<file path="src/rtl/cbus_arbiter.sv">
// cbus_arbiter: shares one cache-bus port to memory between NUM_REQ cache-side
// requesters (ICache, DCache, uncached path). A grant is held for a whole
// transaction, single beat or burst, and released on the beat with ready&&last.
// The bus and response paths are pure combinational muxes, so there is no
// buffering and no added data latency while a grant is held.
package cbus_pkg;
    typedef struct packed {
        logic        valid;
        logic        is_write;
        logic [2:0]  size;
        logic [31:0] addr;
        logic [3:0]  strobe;
        logic [31:0] data;
        logic [3:0]  len;
        logic [1:0]  burst;
    } cbus_req_t;

    typedef struct packed {
        logic        ready;
        logic        last;
        logic [31:0] data;
    } cbus_resp_t;
endpackage

module cbus_arbiter
    import cbus_pkg::*;
#(
    parameter int NUM_REQ     = 2,
    parameter int ROUND_ROBIN = 1
) (
    input  logic                       clk,
    input  logic                       resetn,
    input  cbus_req_t                  ireqs  [NUM_REQ],
    output cbus_resp_t                 iresps [NUM_REQ],
    output cbus_req_t                  oreq,
    input  cbus_resp_t                 oresp,
    output logic                       busy,
    output logic [$clog2(NUM_REQ)-1:0] grant_idx
);

    localparam int IW = $clog2(NUM_REQ);

    typedef enum logic {
        IDLE = 1'b0,
        BUSY = 1'b1
    } state_t;

    state_t          state, state_nxt;
    logic [IW-1:0]   sel, sel_nxt;
    logic [IW-1:0]   rr_ptr, rr_ptr_nxt;
    logic [NUM_REQ-1:0] req_vld;
    logic [IW:0]     win;
    logic            win_vld;
    logic [IW-1:0]   win_idx;

    // Requester index after idx, wrapping at NUM_REQ (which need not be a power of two).
    function automatic logic [IW-1:0] next_idx(input logic [IW-1:0] idx);
        return (idx == IW'(NUM_REQ - 1)) ? '0 : idx + 1'b1;
    endfunction

    // First valid requester scanning ptr, ptr+1, ... with wrap; {found, index}.
    // Fixed priority is the same scan starting from index 0.
    function automatic logic [IW:0] pick_winner(input logic [NUM_REQ-1:0] vld,
                                                input logic [IW-1:0]     ptr);
        logic [IW-1:0] cand;
        logic          found;
        logic [IW-1:0] res;
        cand  = ptr;
        found = 1'b0;
        res   = '0;
        for (int k = 0; k < NUM_REQ; k++) begin
            if (!found && vld[cand]) begin
                found = 1'b1;
                res   = cand;
            end
            cand = next_idx(cand);
        end
        return {found, res};
    endfunction

    // Gather the valid bits of every requester for arbitration.
    always_comb begin
        req_vld = '0;
        for (int i = 0; i < NUM_REQ; i++) begin
            req_vld[i] = ireqs[i].valid;
        end
    end

    assign win     = pick_winner(req_vld, (ROUND_ROBIN != 0) ? rr_ptr : '0);
    assign win_vld = win[IW];
    assign win_idx = win[IW-1:0];

    // State, grant and rotation pointer registers; reset drops any grant at once.
    always_ff @(posedge clk or negedge resetn) begin
        if (!resetn) begin
            state  <= IDLE;
            sel    <= '0;
            rr_ptr <= '0;
        end else begin
            state  <= state_nxt;
            sel    <= sel_nxt;
            rr_ptr <= rr_ptr_nxt;
        end
    end

    // Arbitrate in IDLE; in BUSY route the granted requester to memory and back
    // until the last beat. Other requesters see all-zero responses and wait.
    always_comb begin
        state_nxt  = state;
        sel_nxt    = sel;
        rr_ptr_nxt = rr_ptr;
        oreq       = '0;
        busy       = 1'b0;
        for (int i = 0; i < NUM_REQ; i++) begin
            iresps[i] = '0;
        end
        case (state)
            IDLE: begin
                if (win_vld) begin
                    sel_nxt   = win_idx;
                    state_nxt = BUSY;
                end
            end
            BUSY: begin
                oreq        = ireqs[sel];
                iresps[sel] = oresp;
                busy        = 1'b1;
                if (oresp.ready && oresp.last) begin
                    state_nxt = IDLE;
                    if (ROUND_ROBIN != 0) begin
                        rr_ptr_nxt = next_idx(sel);
                    end
                end
            end
            default: state_nxt = IDLE;
        endcase
    end

    assign grant_idx = sel;

endmodule

</file>
<file path="config.mk">
export PLATFORM = sky130hd
export DESIGN_NAME = cbus_arbiter
export DESIGN_NICKNAME = d
export VERILOG_FILES = /design/src/rtl/cbus_arbiter.sv
export SDC_FILE = /design/constraint.sdc
export NUM_CORES = 1
export LEC_CHECK = 0
export CAP_MARGIN = 20
export CORE_AREA = 2 2 132 134
export CTS_BUF_LIST = sky130_fd_sc_hd__clkbuf_16
export CTS_CLUSTER_DIAMETER = 50
export CTS_CLUSTER_SIZE = 40
export DETAILED_ROUTE_END_ITERATION = 10
export DIE_AREA = 0 0 134 136
export GPL_TIMING_DRIVEN = 0
export PLACE_DENSITY = 0.63
export SYNTH_ARGS = -nofsm -noshare
export SYNTH_HDL_FRONTEND = slang
export SYNTH_SLANG_ARGS = --single-unit
</file>
<file path="constraint.sdc">
create_clock -name clk -period 1.4 [get_ports clk]
set_clock_uncertainty 0.15 [all_clocks]
set_input_delay 0.14 -clock clk [delete_from_list [all_inputs] [get_ports clk]]
set_output_delay 0.14 -clock clk [all_outputs]
set_load 0.005 [all_outputs]
</file>
==> key figures <==
Run status
  – Status: finished with violations
  – Failing checks: setup timing

STA
  – Slew Viols, Final: 0
  – Max frequency: just over 500 MHz
  – Fin crit share: 138.2%
  – Tmin final: 1935 ps
  – Final setup violation count: 148
  – Final setup margin: -535.1 ps
  – Final hold viol count: 0
  – Setup TNS: -51200 ps
  – Slew HR: approximately 90%
  – Worst-margin pin slew: 167.1 ps
  – RSZ-0062 raised after global routing: true

Synth
  – Syn Inst Count: 268
  – Mapped cell area: 2019 µm²
  – Unique masters post-synth: 16
  – Syn Nets: 462
  – EDFF count, synth: 0
  – Fraction of registers with async set/reset: 100.0%
  – Ys flop type: dfrtp_1
  – Syn. warnings: 0
  – #FFs+latches synth: 3
  – Syn_area_per_cell: approximately 7.5 µm²
  – Sequential fraction of the synthesis area: 3.717%

Worst setup path
  – Worst setup EP type: output port
  – Cells on worst reg2reg path: 5
  – Critical Path Fanout Max: 7
  – Worst path arrival time: between 1500 and 2000 ps
  – CP Class: register to output port
  – Startpoint types: register
  – Reg2reg setup slack: -20 ps
  – Worst R2R End: grant_idx
  – CP Data Required Time: 1110 ps
  – RR Startpoint: grant_idx

Run
  – Max Cap Violations: 0

GRT
  – GR Overflow Total: 0
  – GR Util All Layers: 12.19%
  – Initial antenna violation count: 0
  – Largest net degree at the start of global routing: 11
  – First-pass GRT wire length: about 18000 µm
  – Vias in the first global route: 3099

Route
  – Post-DRT Antenna Nets: 0
  – Average wire per standard cell: 15.26 µm
  – Met1 wire length: 5448 µm
  – Highest routed layer: met4
  – Total number of vias: 3375
  – Routed WL: 13580 µm
  – Met3 wire length: approximately 1100 µm
  – DRC viols: 0
  – Met2 WL: roughly 7000 µm
  – Routed vias/inst: between 3 and 4
  – TritonRoute pass-1 iters: 4
  – 1st-iter DRT viols: 60

Placed design
  – DP Wirelength: 10530 µm
  – Post-Place Setup Slack: -887.1 ps
  – I/O Buffers: between 300 and 400
  – Placer Congestion: 0.7593
  – Placed cell area: 5724 µm²

Floorplan
  – Die W: roughly 130 µm
  – Starting Density: between 10% and 20%
  – Row count: 48
  – Die Ht: about 140 µm
  – Die ar.: 18220 µm²
  – I/O pin count: roughly 340
  – Core area: 16880 µm²

Hold path
  – Hold path startpoint: rr_ptr
  – Worst hold path class: register to register
  – Hold depth: 2
  – Worst Hold End: rr_ptr

CTS
  – Clk Latency, worst-skew pair: roughly 220 ps
  – Clk buf depth: 2
  – Clk sink count: 3
  – H-tree depth: 1
  – Worst-path clk slew: 30 ps
  – CTS tree: built
  – Clk root buf: clkbuf_16
  – CTS Buf Count: 3

Layout
  – Reg area: 76.32 µm²
  – Area taken by multi-input logic gates: 1987 µm²
  – Antenna diode count: 0
  – Fillers: around 1800
  – Synth-to-Final Area Change: 221.4%
  – Core Util, Final: 38.46%
  – Final instance area: 6490 µm²
  – Fraction of layout cells with a size suffix above 1: between 40% and 50%
  – Nets: between 800 and 900

Power and ir drop
  – Max IR drop VDD: approximately 0.38 mV
  – Final Total Pwr: around 5.8 mW
  – Pwr dens: 889.1 nW/µm²
  – Static leakage: 3.241 nW
## state kept, by name, summed over array words and instances, names as in the netlist
name,cells
grant_idx,1
state,1
rr_ptr,1
## worst max-delay path by stage
stage / startpoint / endpoint / depth (start not counted)
finish: grant_idx / oreq[1] / 7
global route: grant_idx / oreq[1] / 7
CTS: state / iresps[38] / 5
detailed placement: state / oreq[51] / 4
global placement: state / oreq[0] / 4
floorplan: grant_idx / oreq[67] / 5
## layout by cell type (no fill, tap or decap), types with 4 or more instances in the layout
cell type,instances
and3_1,24
buf_2,72
buf_6,68
clkbuf_16,10
buf_12,10
and2_4,31
clkdlybuf4s50_1,194
and3_4,10
buf_4,18
mux2i_2,6
mux2i_1,70
dlymetal6s2s_1,11
clkbuf_2,27
nor2b_1,78
buf_8,12
mux2i_4,4
## report_power, final
part,internal (mW),switching (mW),total [mW]
clock network,0.369,0.0802,0.449
logic,3.35,1.83,5.18
registers,0.113,0.0293,0.142
## logic make-up after synthesis
group	share of synthesized area, %
and+or+nand+nor	47.34
muxes	39.65
buffers and inverters	8.426
DFF	3.717
AOI/OAI and AO/OA	0.8676
## synth_stat cells (2+ instances only)
master | instances | area share (%)
nor2b_1 | 81 | 25
clkbuf_1 | 17 | 3.2
buf_4 | 9 | 3.3
mux2i_1 | 80 | 40
nand2_1 | 2 | 0.37
and2_1 | 33 | 10
and3_1 | 34 | 11
dfrtp_1 | 3 | 3.7
buf_8 | 2 | 1.5
## repair_timing
action	in CTS	in global routing
hold endpoints to repair	3	0
pin swaps	0	25
gates cloned	0	10
setup buffers	8	38
hold buffers	1	0
setup endpoints to repair	152	149
gates resized for setup	172	503
## critical path, cell delays in order, from the launching register on
cell and delay (ps):
dfrtp_2 450, buf_12 160, buf_12 140, buf_8 120, buf_6 120, mux2i_4 180
nor2b_2 130, buf_2 120
## layout make-up
class / count / share of cell area, %
Buffer: 25 / 5.340
Clock buffer: 3 / 1.157
Clock inverter: 1 / 0.05784
Inverter: 1 / 0.05784
Multi-Input combinational cell: 235 / 30.62
Sequential cell: 3 / 1.176
Tap cell: 225 / 4.338
Timing Repair Buffer: 397 / 57.26
## per-layer routing
| metal | global-route usage (%) | vias up |
|---|---|---|
| li1 | - | 1701 |
| met1 | 14.66 | 1499 |
| met2 | 22.71 | 173 |
| met3 | 2.946 | 2 |
| met4 | 1.123 | 0 |
| met5 | 0 | - |
## metrics by stage
stage          std cells  hold slack, ps
2_1_floorplan        268          -305.6
3_3_place_gp         835           189.7
3_5_place_dp         835           198.7
4_1_cts              848           382.2
5_1_grt              890           409.6
6_report             890           375.6
(Power assumes the default switching activity.)
==> edit 1: new RTL, same settings <==
Reset style: synchronous (`resetn`), changed in one clocked block.
--- a/src/rtl/cbus_arbiter.sv
+++ b/src/rtl/cbus_arbiter.sv
@@ -91,7 +91,7 @@
     assign win_idx = win[IW-1:0];
 
     // State, grant and rotation pointer registers; reset drops any grant at once.
-    always_ff @(posedge clk or negedge resetn) begin
+    always_ff @(posedge clk) begin
         if (!resetn) begin
             state  <= IDLE;
             sel    <= '0;
Formal check against the unedited RTL: differs if resetn is asserted again (counterexample within 4 cycles, from zero or initial values and one cycle with resetn low); with resetn held inactive, the same outputs for 10 cycles.
==> edit 1 against the unedited design <==
The flow still finishes with violations (setup timing). Critical endpoint is now iresps[63]. Synthesized area fell by 11%. Synthesized cell count did not move. Wire length rose by 0.42%. Worst setup slack improved by 120 ps. Critical path type unchanged. Maximum frequency rose by 6.9%. Design area fell by 6.0%. Utilization fell by 2.3 points. Critical path depth did not move. Sequential cell count did not move.
Power is not compared: it rests on default switching activity, and its combinational part moved more than twofold at a synthesized area within 25%.
==> edit 1: results (changes against the unedited design) <==
top post-synthesis cells by area - mux2i_1 (44%), nor2_1 (16%), and2_1 (12%) (was mux2i_1 (40%), nor2b_1 (25%), and3_1 (11%))
Setup-failing EPs final - 147 (was 148)
Fillers - 1,754 (was 1,751)
most frequent cells after synthesis - mux2i_1 (79), nor2_1 (79), and2_1 (34), and3_1 (34), clkbuf_1 (12) (was nor2b_1 (81), mux2i_1 (80), and3_1 (34), and2_1 (33), clkbuf_1 (17))
hpwl dp - 10,640 um (was 10,530 um)
post-route setup slack - -410.8 ps (was -535.1 ps)
Place WS - -803.1 ps (was -887.1 ps)
sequential share of the synthesized area - 3.331% (was 3.717%)
GPL Wtd Cong - 0.7997 (was 0.7593)
worst-case reg-to-reg path depth - 4 (was 5)
vias per cell - 3.833 (was 3.792)
Primary FF master, synth - dfxtp_1 (was dfrtp_1)
M1 GR Usage - 16.55% (was 14.66%)
CP max stage cell - dfxtp_2 (was dfrtp_2)
fin nets - 852 (was 860)
global-route wire length before repair - 19,800 um (was 17,570 um)
failing checks - setup timing (unchanged)
DP Area - 5508 um^2 (was 5724 um^2)
Slew @ Worst Pin - 229.8 ps (was 167.1 ps)
post-synth cell types - 20 (was 16)
antenna violations before repair - 1 (was 0)
asr flop ratio synth - 0% (was 100.0%)
Final Cell Area - 6098 um^2 (was 6490 um^2)
worst endpoint data arrival time - 1520 ps (was 1650 ps)
outcome - complete, but fails checks (unchanged)
==> edit 1: changes by cell type after synthesis, sizes merged, moves of 2 or more <==
cell    delta
dfxtp      +3
nor2      +79
clkbuf     -2
nor2b     -82
nand2      -2
o21ai      +2
dfrtp      -3
==> edit 1: worst paths after layout <==
kind | from | to | slack, ps
setup / recovery | grant_idx | iresps[63] | -410
hold reg to reg | rr_ptr | rr_ptr | 320
hold / removal | rr_ptr | rr_ptr | 320
setup reg to reg | state | grant_idx | 150
==> edit 1: cell families (layout without fill, tap and decap cells) <==
| logic type | after synthesis | in the layout | synth area share, % |
|---|---|---|---|
| and+or+nand+nor | 151 | 152 | 41.57 |
| buffers and inverters | 30 | 418 | 9.298 |
| AOI/OAI and AO/OA | 5 | 5 | 1.943 |
| DFF | 3 | 3 | 3.331 |
| muxes | 79 | 79 | 43.86 |
==> edit 1: worst min-delay path, cell delays in order, from the launching register on <==
cell and delay (ps):
dfxtp_1 300, nand3_1 50, o21ai_0 60
==> edit 1: per-stage QoR <==
step | instances | total power [mW]
CTS | 882 | 2.472
floorplan | 268 | 0.5999
finish | 882 | 2.429
detailed placement | 835 | 1.758
global route | 882 | 2.586
global placement | 835 | 1.759
==> edit 1: what timing repair did <==
action / 4_1_cts / 5_1_grt
pin swaps: 37 / 12
endpoints found under the hold margin: 0 / 0
resized for setup: 731 / 27
gates cloned: 15 / 0
setup buffers: 30 / 5
endpoints found under the setup margin: 150 / 148
==> edit 1: power by group <==
part,switching (mW),internal [mW]
registers,0.00783,0.0922
clock network,0.0763,0.368
logic,0.655,1.23
==> edit 1: final cells by class <==
type | instances | share of cell area, %
inverters | 2 | 0.1641
plain buffers | 27 | 5.786
well taps | 225 | 4.616
repair buffers | 385 | 58.23
clock inverters | 1 | 0.06155
multi-input cells | 236 | 28.85
clock buffers | 3 | 1.231
flip-flops and latches | 3 | 1.067
==> edit 1: routing by layer <==
metal | up-vias | routed length, um
li1 | 1695 | -
met1 | 1500 | 5469
met2 | 168 | 6772
met3 | 18 | 1169
met4 | 0 | 230
met5 | - | 0
==> edit 2: new RTL, config.mk and constraints unchanged <==
Made on the original files. `ROUND_ROBIN`: 1 -> 0.
--- a/src/rtl/cbus_arbiter.sv
+++ b/src/rtl/cbus_arbiter.sv
@@ -26,7 +26,7 @@
     import cbus_pkg::*;
 #(
     parameter int NUM_REQ     = 2,
-    parameter int ROUND_ROBIN = 1
+    parameter int ROUND_ROBIN = 0
 ) (
     input  logic                       clk,
     input  logic                       resetn,
Check against the original RTL: not equivalent (Yosys sat finds a counterexample within 4 cycles, from zero or initial values and one cycle with resetn low).
==> edit 2 against the unedited design <==
Wire length fell by 1.1%. Hold slack improved by 30 ps. Design area fell by 2.3%. The flow still finishes with violations (setup timing). Worst setup slack improved by 82 ps. Global-route usage rose by 0.71 points. Synthesized area fell by 11%. Sequential cell count fell by 1. Total power fell by 12%.
==> edit 2: results (changes against the unedited design) <==
outcome - complete, but fails checks (unchanged)
failing checks - setup timing (unchanged)
post-synthesis mux area share - 44.23% (was 39.65%)
LEAKAGE - 3.066 nW (was 3.241 nW)
worst endpoint data arrival time - 1560 ps (was 1650 ps)
Yosys top cell area share - 44.23% (was 39.65%)
routed wire length - 13,440 um (was 13,580 um)
clk tree area frac - 1.184% (was 1.215%)
hpwl dp - 10,280 um (was 10,530 um)
Synth Area in Compound Gates - 1.190% (was 0.8674%)
DRC marker count from the first detailed-route iteration - 76 (was 60)
Seq area share - 0.8287% (was 1.176%)
worst-case reg-to-reg path depth - 6 (was 5)
post-route setup slack - -453.4 ps (was -535.1 ps)
WL met3 - 1099 um (was 1142 um)
syn nets - 457 (was 462)
top post-synthesis cells by area - mux2i_1 (44%), nor2_1 (17%), and3_1 (12%) (was mux2i_1 (40%), nor2b_1 (25%), and3_1 (11%))
global-route wire length before repair - 18,490 um (was 17,570 um)
sequential share of the synthesized area - 2.799% (was 3.717%)
vias per cell - 3.860 (was 3.792)
Setup-failing EPs final - 148 (unchanged)
most frequent cells after synthesis - nor2_1 (80), mux2i_1 (79), and3_1 (34), and2_1 (33), clkbuf_1 (14) (was nor2b_1 (81), mux2i_1 (80), and3_1 (34), and2_1 (33), clkbuf_1 (17))
Hold Startpoint - oresp[32] (was rr_ptr)
worst-path fanout max - 6 (was 7)
Critical Path Sink - oreq[73] (was oreq[1])
pwr dens - 799.9 nW/um^2 (was 889.1 nW/um^2)
HP Class - in -> reg (was reg -> reg)
DP Area - 5493 um^2 (was 5724 um^2)
edit 2: changes by cell type in the layout (fill, tap and decap cells not counted), moves of 5 or more:
cell            change
nor2_1             +78
nor2b_1            -77
and3_1             -14
and3_4             +14
clkbuf_2           -13
dlymetal6s2s_1     -11
buf_2              +10
buf_6               +9
buf_12              +8
buf_4               -5
edit 2: worst max-delay path: stages (launching register included):
cell and delay (ps):
dfrtp_2 420, buf_12 150, buf_12 140, buf_12 140
buf_12 120, mux2i_4 180, nor2_1 80, buf_2 110
edit 2: per-stage QoR:
stage | hold WS, ps | std cells | setup slack (ps)
CTS | 394.2 | 880 | -493.4
global placement | 165.5 | 830 | -797.4
floorplan | -305.6 | 263 | 76.06
finish | 405.4 | 886 | -453.4
detailed placement | 166.1 | 830 | -837.8
global route | 432.7 | 886 | -523.0
edit 2: routing by layer:
metal	up-vias	track usage, %
met1	1530	15.10
met3	15	3.393
met5	-	0
li1	1688	-
met4	0	2.187
met2	187	23.85
